## config.mk

```make
export PLATFORM = sky130hd
export DESIGN_NAME = bus_grant_sequencer
export DESIGN_NICKNAME = d
export VERILOG_FILES = /design/src/rtl/bus_grant_sequencer_pkg.sv /design/src/rtl/bus_grant_sequencer_rr_pick.sv /design/src/rtl/bus_grant_sequencer.sv
export SDC_FILE = /design/constraint.sdc
export NUM_CORES = 1
export LEC_CHECK = 0
export ABC_AREA = 1
export CORE_ASPECT_RATIO = 1.4
export CORE_MARGIN = 3
export CORE_UTILIZATION = 57
export DETAILED_ROUTE_END_ITERATION = 7
export GPL_TIMING_DRIVEN = 0
export PLACE_DENSITY = 0.78
export SYNTH_ARGS = -nofsm -noshare
export SYNTH_HDL_FRONTEND = slang
export SYNTH_SLANG_ARGS = --single-unit
```

## constraint.sdc

```tcl
create_clock -name clk -period 4.2 [get_ports clk]
set_input_delay 1.26 -clock clk [delete_from_list [all_inputs] [get_ports clk]]
set_output_delay 1.26 -clock clk [all_outputs]
set_load 0.05 [all_outputs]
```

## src/rtl/bus_grant_sequencer_pkg.sv

```systemverilog
// bus_grant_sequencer_pkg: shared defaults and FSM state encoding for the grant sequencer
package bus_grant_sequencer_pkg;
    localparam int NREQ_DEF    = 9;
    localparam int IDXW_DEF    = 4;
    localparam int TIMEOUT_DEF = 15;
    typedef enum logic [1:0] {
        ST_IDLE    = 2'd0,
        ST_GRANT   = 2'd1,
        ST_RELEASE = 2'd2
    } state_e;
endpackage

```

## src/rtl/bus_grant_sequencer_rr_pick.sv

```systemverilog
// bus_grant_sequencer_rr_pick: rotate-and-priority-encode, first requester at or after ptr
module bus_grant_sequencer_rr_pick
    import bus_grant_sequencer_pkg::*;
#(
    parameter int NREQ = NREQ_DEF,
    parameter int IDXW = IDXW_DEF
) (
    input  logic [NREQ-1:0] req_i,
    input  logic [IDXW-1:0] ptr_i,
    output logic            any_req_o,
    output logic [IDXW-1:0] winner_o
);
    localparam logic [IDXW:0] NREQ_W = (IDXW+1)'(NREQ);
    logic [NREQ-1:0] rot;
    logic [IDXW-1:0] off;
    logic [IDXW:0]   sum;
    logic            found;
    assign any_req_o = |req_i;
    always_comb begin
        rot   = NREQ'({req_i, req_i} >> ptr_i);
        off   = '0;
        found = 1'b0;
        for (int i = 0; i < NREQ; i++) begin
            if (!found && rot[i]) begin
                off   = IDXW'(i);
                found = 1'b1;
            end
        end
        sum      = {1'b0, ptr_i} + {1'b0, off};
        winner_o = sum >= NREQ_W ? IDXW'(sum - NREQ_W) : sum[IDXW-1:0];
    end
endmodule

```

## src/rtl/bus_grant_sequencer.sv

```systemverilog
// bus_grant_sequencer: round-robin grant FSM holding each grant until done, abort or timeout
module bus_grant_sequencer
    import bus_grant_sequencer_pkg::*;
#(
    parameter int NREQ    = NREQ_DEF,
    parameter int IDXW    = IDXW_DEF,
    parameter int TIMEOUT = TIMEOUT_DEF
) (
    input  logic            clk,
    input  logic            rst_n,
    input  logic [NREQ-1:0] req_i,
    input  logic [NREQ-1:0] done_i,
    output logic [IDXW-1:0] grant_idx_o,
    output logic            grant_vld_o,
    output logic            busy_o,
    output logic            timeout_err_o
);
    localparam int            NPAD   = 1 << IDXW;
    localparam logic [7:0]    TO_CNT = 8'(TIMEOUT - 1);
    localparam logic [IDXW-1:0] LAST = IDXW'(NREQ - 1);
    state_e          state_q;
    logic [IDXW-1:0] grant_idx_q, ptr_q, ptr_d, winner;
    logic [7:0]      hold_cnt_q, hold_cnt_d;
    logic            grant_vld_q, timeout_err_q, any_req;
    logic [NPAD-1:0] req_pad, done_pad;
    logic            g_done, g_req, g_exit;
    bus_grant_sequencer_rr_pick #(.NREQ(NREQ), .IDXW(IDXW)) u_pick (
        .req_i     (req_i),
        .ptr_i     (ptr_q),
        .any_req_o (any_req),
        .winner_o  (winner)
    );
    // padding lets grant_idx index the full IDXW range without going out of bounds
    assign req_pad    = NPAD'(req_i);
    assign done_pad   = NPAD'(done_i);
    assign g_done     = done_pad[grant_idx_q];
    assign g_req      = req_pad[grant_idx_q];
    assign g_exit     = g_done || !g_req || hold_cnt_q == TO_CNT;
    assign ptr_d      = grant_idx_q == LAST ? '0 : grant_idx_q + 1'b1;
    assign hold_cnt_d = hold_cnt_q + 8'(hold_cnt_q != 8'hFF);
    always_ff @(posedge clk or negedge rst_n) begin
        if (!rst_n) begin
            state_q       <= ST_IDLE;
            grant_idx_q   <= '0;
            grant_vld_q   <= 1'b0;
            timeout_err_q <= 1'b0;
            ptr_q         <= '0;
            hold_cnt_q    <= '0;
        end else begin
            timeout_err_q <= 1'b0;
            case (state_q)
                ST_IDLE, ST_RELEASE: begin
                    if (any_req) begin
                        grant_idx_q <= winner;
                        hold_cnt_q  <= '0;
                        grant_vld_q <= 1'b1;
                        state_q     <= ST_GRANT;
                    end else begin
                        state_q     <= ST_IDLE;
                    end
                end
                ST_GRANT: begin
                    if (g_exit) begin
                        // done and abort both outrank the timeout, so only a pure timeout flags an error
                        timeout_err_q <= !g_done && g_req;
                        grant_vld_q   <= 1'b0;
                        ptr_q         <= ptr_d;
                        state_q       <= ST_RELEASE;
                    end else begin
                        hold_cnt_q    <= hold_cnt_d;
                    end
                end
                default: begin
                    grant_vld_q <= 1'b0;
                    state_q     <= ST_IDLE;
                end
            endcase
        end
    end
    assign grant_idx_o   = grant_idx_q;
    assign grant_vld_o   = grant_vld_q;
    assign timeout_err_o = timeout_err_q;
    assign busy_o        = state_q != ST_IDLE;
endmodule

```

==> summary.txt, run 1 <==
Power and ir drop
  • Leakage: 1.32 nW
  • Pwr dens: 941 mW/mm^2
  • VDD IR max: 0.723 mV

Timing
  • Sum of negative setup slack: 0 ns
  • Minimum clock period: 3.98 ns
  • Slew headroom: 41.3%
  • Final Hold Viols: 0
  • Setup WS post-layout: 0.217 ns
  • Final Skew: 0.00276 ns
  • Max Clk Rate: 0.251 GHz
  • Setup Viol. Count Final: 0
  • Period utilisation layout: 94.8%
  • Fin. max-slew vios: 0
  • Worst Tran Pin Value: 0.878 ns
  • Min Hold Slack: 0.490 ns
  • RSZ-0062 raised after global routing: no

Critical path
  • Max incr delay on CP: 0.57 ns
  • Startpoint types: input pin
  • Critical path peak fanout: 4
  • Reg2Reg Setup Slack: 0.69 ns
  • WS Path Type: in -> reg
  • Data required, critical path: 4.39 ns
  • Cell mode on critical path: nand2_2
  • CP max stage cell: fa_2
  • Critical Path AT: 4.17 ns
  • Critical Path End Type: flop

Placed design
  • Placed Cells: 411
  • Routability cong.: 0.904
  • I/O Buffers: 26
  • Placement Setup Slack: -0.445 ns
  • HPWL Detailed: 4660 um

Finish
  • Post-route insts no fill: 417
  • Share of cells above drive strength 1: 24.5%
  • Area of the multi-input gates: 0.00167 sq mm
  • Reg area: 500 sq um
  • Final nets: 407
  • Layout area overhead: 23.5%
  • N_diodes: 0
  • Layout filler cell count: 325

Clock network
  • Reg clk slew, reported paths: 0.08 ns
  • # clock sinks: 20
  • CTS root buf: clkbuf_8
  • Deepest level of the CTS H-tree: 1
  • CTS tree: yes
  • Max clock buf depth: 2
  • Num CTS Buffers: 3
  • Clock latency on the worst-skew pair: 0.26 ns

Routing
  • 1st-pass router iterations: 4
  • Drt drc: 0
  • Vias/cell: 5.73
  • Vias: 2389
  • Final WL: 5910 um
  • DRT iter0 DRCs: 154
  • Antenna viol nets, final: 0
  • Routed len/inst: 14.2 um

Yosys
  • Register area share after synthesis: 22.8%
  • Cell area after synthesis: 0.00220 sq mm
  • Unique masters post-synth: 39
  • Synth Net Count: 374
  • Cells after Synth: 343
  • Synthesized area per cell: 6.41 sq um
  • #FFs+latches synth: 20
  • Synth Warn #: 0

Floorplanning
  • Die Y: 79.5 um
  • Die area: 0.00465 sq mm
  • Die Wd: 58.5 um
  • Ports: 27
  • Row count: 26
  • Starting Density: 59.8%
  • Core area: 0.00368 sq mm

Global routing
  • Antenna violations before repair: 0
  • Vias in the first global route: 2356
  • Largest net degree at the start of global routing: 21
  • First-pass GRT wire length: 10100 um
  • GRT overflow: 0
  • Gr usage total: 27.1%

Job
  • Max-cap viol count: 0

Min path
  • Worst hold path class: reg -> reg

Status
  • Status: complete, no violations
-- state kept, by name, summed over array words and instances, names as in the netlist --
name           cells
state_q            2
grant_vld_o        1
hold_cnt_q         8
timeout_err_o      1
ptr_q              4
grant_idx_o        4
-- final timing paths --
check	endpoint	from	cells after the start
hold reg to reg	grant_vld_o	grant_vld_o	2
setup reg to reg	grant_idx_o[1]	ptr_q[2]	20
setup / recovery	grant_idx_o[1]	req_i[6]	25
max in group asynchronous	ptr_q[1]	rst_n	1
min in group asynchronous	hold_cnt_q[6]	rst_n	1
hold / removal	grant_vld_o	grant_vld_o	2
-- cells in the final DEF (no fill, tap or decap), types with 2 or more instances in the layout --
master,instances
nand2_1,88
nand3_1,40
nor2_1,27
nand2_2,25
inv_1,22
nand3_2,20
dfrtp_1,20
clkdlybuf4s50_1,17
o21ai_0,10
a21oi_1,9
ha_1,9
clkbuf_2,8
nand4_1,7
inv_2,6
buf_4,5
xor2_1,5
xnor2_1,5
o211ai_1,4
o21ai_1,4
buf_6,3
buf_2,3
nor2_4,3
nor3_1,3
nor2_2,3
nand3b_1,3
clkbuf_8,3
clkbuf_1,2
nand3_4,2
o21ai_2,2
-- cell type report --
cell class,count,share of cell area (%)
inverters,30,4.19
well taps,42,1.93
multi-input cells,282,61.3
flip-flops and latches,20,18.4
plain buffers,11,2.90
clock buffers,3,1.52
clock inverters,1,1.10
repair buffers,28,8.66
-- power by group --
| group | internal (mW) | total, mW | switching [mW] |
|---|---|---|---|
| sequential | 0.256 | 0.338 | 0.0813 |
| clock | 0.127 | 0.195 | 0.0675 |
| combinational | 0.736 | 2.02 | 1.29 |
| total | 1.12 | 2.56 | 1.44 |
-- metrics by stage --
stage / util, % / power (mW) / area [sq um]
global placement: 68.3 / 2.11 / 2510
global route: 73.9 / 2.82 / 2720
floorplan: - / 1.75 / 2200
detailed placement: 68.3 / 2.14 / 2510
CTS: 70.6 / 2.38 / 2600
finish: 73.9 / 2.56 / 2720
-- what timing repair did --
action | 4_1_cts | 5_1_grt
pin swaps | 3 | 19
gates cloned | 0 | 0
gates resized for setup | 17 | 52
buffers inserted | 0 | 2
hold buffers | 0 | 0
endpoints found under the setup margin | 3 | 3
hold endpoints to repair | 0 | 0
-- synthesized netlist by cell type, drive strengths merged --
master / instances / area share [%]
o2bb2ai: 1 / 0.68
dfrtp: 20 / 23
a21oi: 10 / 2.4
nand3: 62 / 15
nand2: 114 / 21
nor3b: 1 / 0.34
nand3b: 3 / 1.0
nor3: 3 / 0.68
nor4: 1 / 0.28
inv: 28 / 4.8
a31oi: 1 / 0.28
clkbuf: 2 / 0.34
clkinv: 2 / 0.40
nand4: 8 / 3.0
o211ai: 4 / 1.4
xor2: 5 / 2.0
xnor2: 5 / 2.0
nor4b: 1 / 0.40
buf: 9 / 3.2
ha: 10 / 5.7
fa: 1 / 0.91
a41oi: 1 / 0.40
or2: 1 / 0.28
nor2: 33 / 6.4
o21ai: 16 / 3.8
a211oi: 1 / 0.34
-- routing by layer --
layer | share of wire, % | wire length, um | track usage [%] | vias up
li1 | - | - | - | 1204
met5 | 0 | 0 | 0 | -
met2 | 58 | 3440 | 55.4 | 47
met1 | 38 | 2230 | 27.5 | 1124
met4 | 2.1 | 125 | 8.58 | 0
met3 | 1.8 | 106 | 2.10 | 14
-- critical path, delay by kind of cell --
kind	cells	cell delay (ns)
compound gates	4	0.50
buf+inv	5	0.50
simple gates	14	1.17
fa+ha+maj	2	0.74
-- cells by family after synthesis --
family	count (synthesis)	synth area share (%)
flip-flops	20	22.8
XOR/XNOR	10	3.98
buffers and inverters	41	8.76
adder cells (fa/ha/maj)	11	6.60
AND/OR/NAND/NOR	227	48.6
AO/OA/AOI/OAI	34	9.33
(Power assumes the default switching activity.)
==> run 2: changes to the inputs <==
--- a/config.mk
+++ b/config.mk
@@ -10,8 +10,10 @@
 export CORE_MARGIN = 3
 export CORE_UTILIZATION = 57
 export DETAILED_ROUTE_END_ITERATION = 7
+export GPL_ROUTABILITY_DRIVEN = 0
 export GPL_TIMING_DRIVEN = 0
 export PLACE_DENSITY = 0.78
+export SETUP_SLACK_MARGIN = 0.2
 export SYNTH_ARGS = -nofsm -noshare
 export SYNTH_HDL_FRONTEND = slang
 export SYNTH_SLANG_ARGS = --single-unit
==> run 2 against run 1 <==
Utilization up 5.3 points. Fmax is 3.1% higher. Final area grew 7.1%. Sequential share of layout area shrank 1.2 points. Critical path depth shrank 1. Flip-flop and latch count did not move. Non-clock buffer count increased by 5. Worst hold slack got worse by 0.017 ns. Wire length increased by 7.4%. Final cell count grew 1.2%. Count of clock-buffer cells in the layout unchanged. Via count rose by 1.6%. Largest cell class unchanged.
==> summary.txt, run 2 (synthesized netlist as in run 1, its figures left out) <==
Status
  • Status: complete, no violations

Finish
  • Max reg flops: 8 (unchanged)
  • Most common cell after layout, fill and taps aside: nand2_1
  • Commonest non-fill, non-tap cells in the layout: 74 x nand2_1, 35 x nand3_1, 33 x nand2_2, 27 x nor2_1, 22 x nand3_2
  • Area of the multi-input gates: 0.00181 sq mm (+8.6%)
  • Layout filler cell count: 288 (-11%)
  • Largest Register: hold_cnt_q
  • Layout area overhead: 32.4%
  • Reg area: 500 sq um (unchanged)
  • N_diodes: 0 (unchanged)
  • Share of cells above drive strength 1: 32.6% (+8.1 points)
  • Final nets: 412 (+1.2%)

Critical path
  • Critical Path AT: 4.05 ns (-0.12 ns)
  • Startpoint types: input pin
  • WS Path Type: in -> reg
  • Data required, critical path: 4.39 ns (about the same)
  • Critical Path End Type: flop
  • Reg2Reg Setup Slack: 0.72 ns (+0.03 ns)
  • Worst reg2reg path endpoint: grant_idx_o[2]
  • Worst Reg-to-Reg Cells: 23 (+15%)
  • Critical path peak fanout: 4 (unchanged)
  • Reg-to-Reg Start: ptr_q[1]

Global routing
  • Top Usage Layer GRT: met2
  • Vias in the first global route: 2271 (-3.6%)
  • GRT overflow: 0 (unchanged)
  • M2 GR Usage: 51.8% (-3.6 points)
  • Met1 usage in global routing: 29.6% (+2.2 points)
  • Largest net degree at the start of global routing: 21 (unchanged)
  • Met3 Resource Use GR: 2.10% (unchanged)
  • Gr usage total: 26.9% (-0.29 points)
  • First-pass GRT wire length: 9950 um (-1.2%)
  • Antenna violations before repair: 0 (unchanged)

Clock network
  • Clock latency on the worst-skew pair: 0.26 ns (about the same)
  • Reg clk slew, reported paths: 0.08 ns (about the same)
  • Max clock buf depth: 2 (unchanged)
  • # hold bufs at CTS: 0 (unchanged)
  • # clock sinks: 20 (unchanged)
  • CTS tree: yes
  • Deepest level of the CTS H-tree: 1 (unchanged)
  • CTS root buf: clkbuf_8
  • Num CTS Buffers: 3 (unchanged)

Floorplanning
  • Die Y: 79.5 um (unchanged)
  • Row count: 26 (unchanged)
  • Die Wd: 58.5 um (unchanged)
  • Core area: 0.00368 sq mm (unchanged)
  • Die area: 0.00465 sq mm (unchanged)
  • Ports: 27 (unchanged)
  • Starting Density: 59.8% (unchanged)

Timing
  • Sum of negative setup slack: 0 ns (unchanged)
  • Final Skew: 0.00312 ns (+0.000364 ns)
  • Minimum clock period: 3.86 ns (-0.120 ns)
  • Setup Viol. Count Final: 0 (unchanged)
  • Fin. max-slew vios: 0 (unchanged)
  • Slew headroom: 38.4% (-2.9 points)
  • Worst Tran Pin Value: 0.920 ns (+0.0426 ns)
  • RSZ-0062 raised after global routing: no
  • Final Hold Viols: 0 (unchanged)
  • Period utilisation layout: 92.0% (-2.9 points)
  • Max Clk Rate: 0.259 GHz (+3.1%)

Routing
  • Antenna viol nets, final: 0 (unchanged)
  • 1st-pass router iterations: 4 (unchanged)
  • Final WL: 6340 um (+7.4%)
  • Routed len/inst: 15.0 um (+6.1%)
  • Vias/cell: 5.75 (+0.43%)
  • Drt drc: 0 (unchanged)
  • DRT iter0 DRCs: 174 (+13%)
  • Vias: 2428 (+1.6%)

Placed design
  • HPWL Detailed: 4600 um (-1.2%)
  • I/O Buffers: 26 (unchanged)

Job
  • Max-cap viol count: 0 (unchanged)

Min path
  • Worst hold path class: reg -> reg
  • Hold Crit Depth: 2 (unchanged)
  • Worst Hold End: grant_vld_o
  • Worst Hold Launch: grant_vld_o
## run 2: how the worst max path moves through the flow
stage | cells after the start | to | startpoint
global placement | 23 | grant_idx_o[1] | req_i[8]
global route | 24 | grant_idx_o[2] | req_i[3]
CTS | 24 | grant_idx_o[2] | req_i[5]
floorplan | 23 | grant_idx_o[2] | req_i[8]
finish | 24 | grant_idx_o[2] | req_i[3]
detailed placement | 23 | grant_idx_o[1] | req_i[8]
## run 2: per-layer routing
layer	wire (um)	up-vias
met4	173	0
met1	2450	1137
met2	3540	59
li1	-	1212
met3	170	20
met5	0	-
## run 2: critical path, stage by stage
cell      delay, ns
clkbuf_2       0.13
nand2_2        0.11
nand3_2        0.11
nand3_2        0.14
nand3_2        0.09
nand2_2        0.09
nand2_2        0.08
inv_2          0.05
nand2_2        0.05
nor2_2         0.10
nand4_1        0.10
nand2_1        0.10
ha_2           0.17
inv_1          0.05
fa_2           0.55
inv_2          0.05
nor2_4         0.09
nand2_2        0.07
o21ai_2        0.16
nand2_2        0.12
nand2_2        0.09
xnor2_1        0.11
nand2_1        0.06
o21ai_1        0.08
## run 2: final cells by class
| type | instances | share of cell area (%) |
|---|---|---|
| multi-input cells | 282 | 62.1 |
| plain buffers | 11 | 2.71 |
| repair buffers | 33 | 9.80 |
| inverters | 30 | 3.91 |
| well taps | 42 | 1.80 |
| clock buffers | 3 | 1.42 |
| flip-flops and latches | 20 | 17.2 |
| clock inverters | 1 | 1.03 |
## run 2: per-stage QoR
| stage | instances | utilization, % | area (sq um) | setup slack, ns | hold WS, ns |
|---|---|---|---|---|---|
| 2_1_floorplan | 343 | - | 2200 | 0.493 | 0.526 |
| 3_3_place_gp | 411 | 68.3 | 2510 | -0.409 | 0.455 |
| 6_report | 422 | 79.2 | 2910 | 0.336 | 0.473 |
| 3_5_place_dp | 411 | 68.3 | 2510 | -0.472 | 0.462 |
| 5_1_grt | 422 | 79.2 | 2910 | 0.138 | 0.498 |
| 4_1_cts | 418 | 72.9 | 2680 | 0.203 | 0.480 |
## run 2: repair_timing
action / in CTS / in global routing
buffers inserted: 3 / 4
hold endpoints to repair: 0 / 0
pin swaps: 9 / 37
gates resized for setup: 36 / 85
setup endpoints to repair: 4 / 4
gates cloned: 0 / 0
Power of run 2 is not shown: default switching activity piles up to over one toggle a cycle in this logic, so the estimate is an artifact.
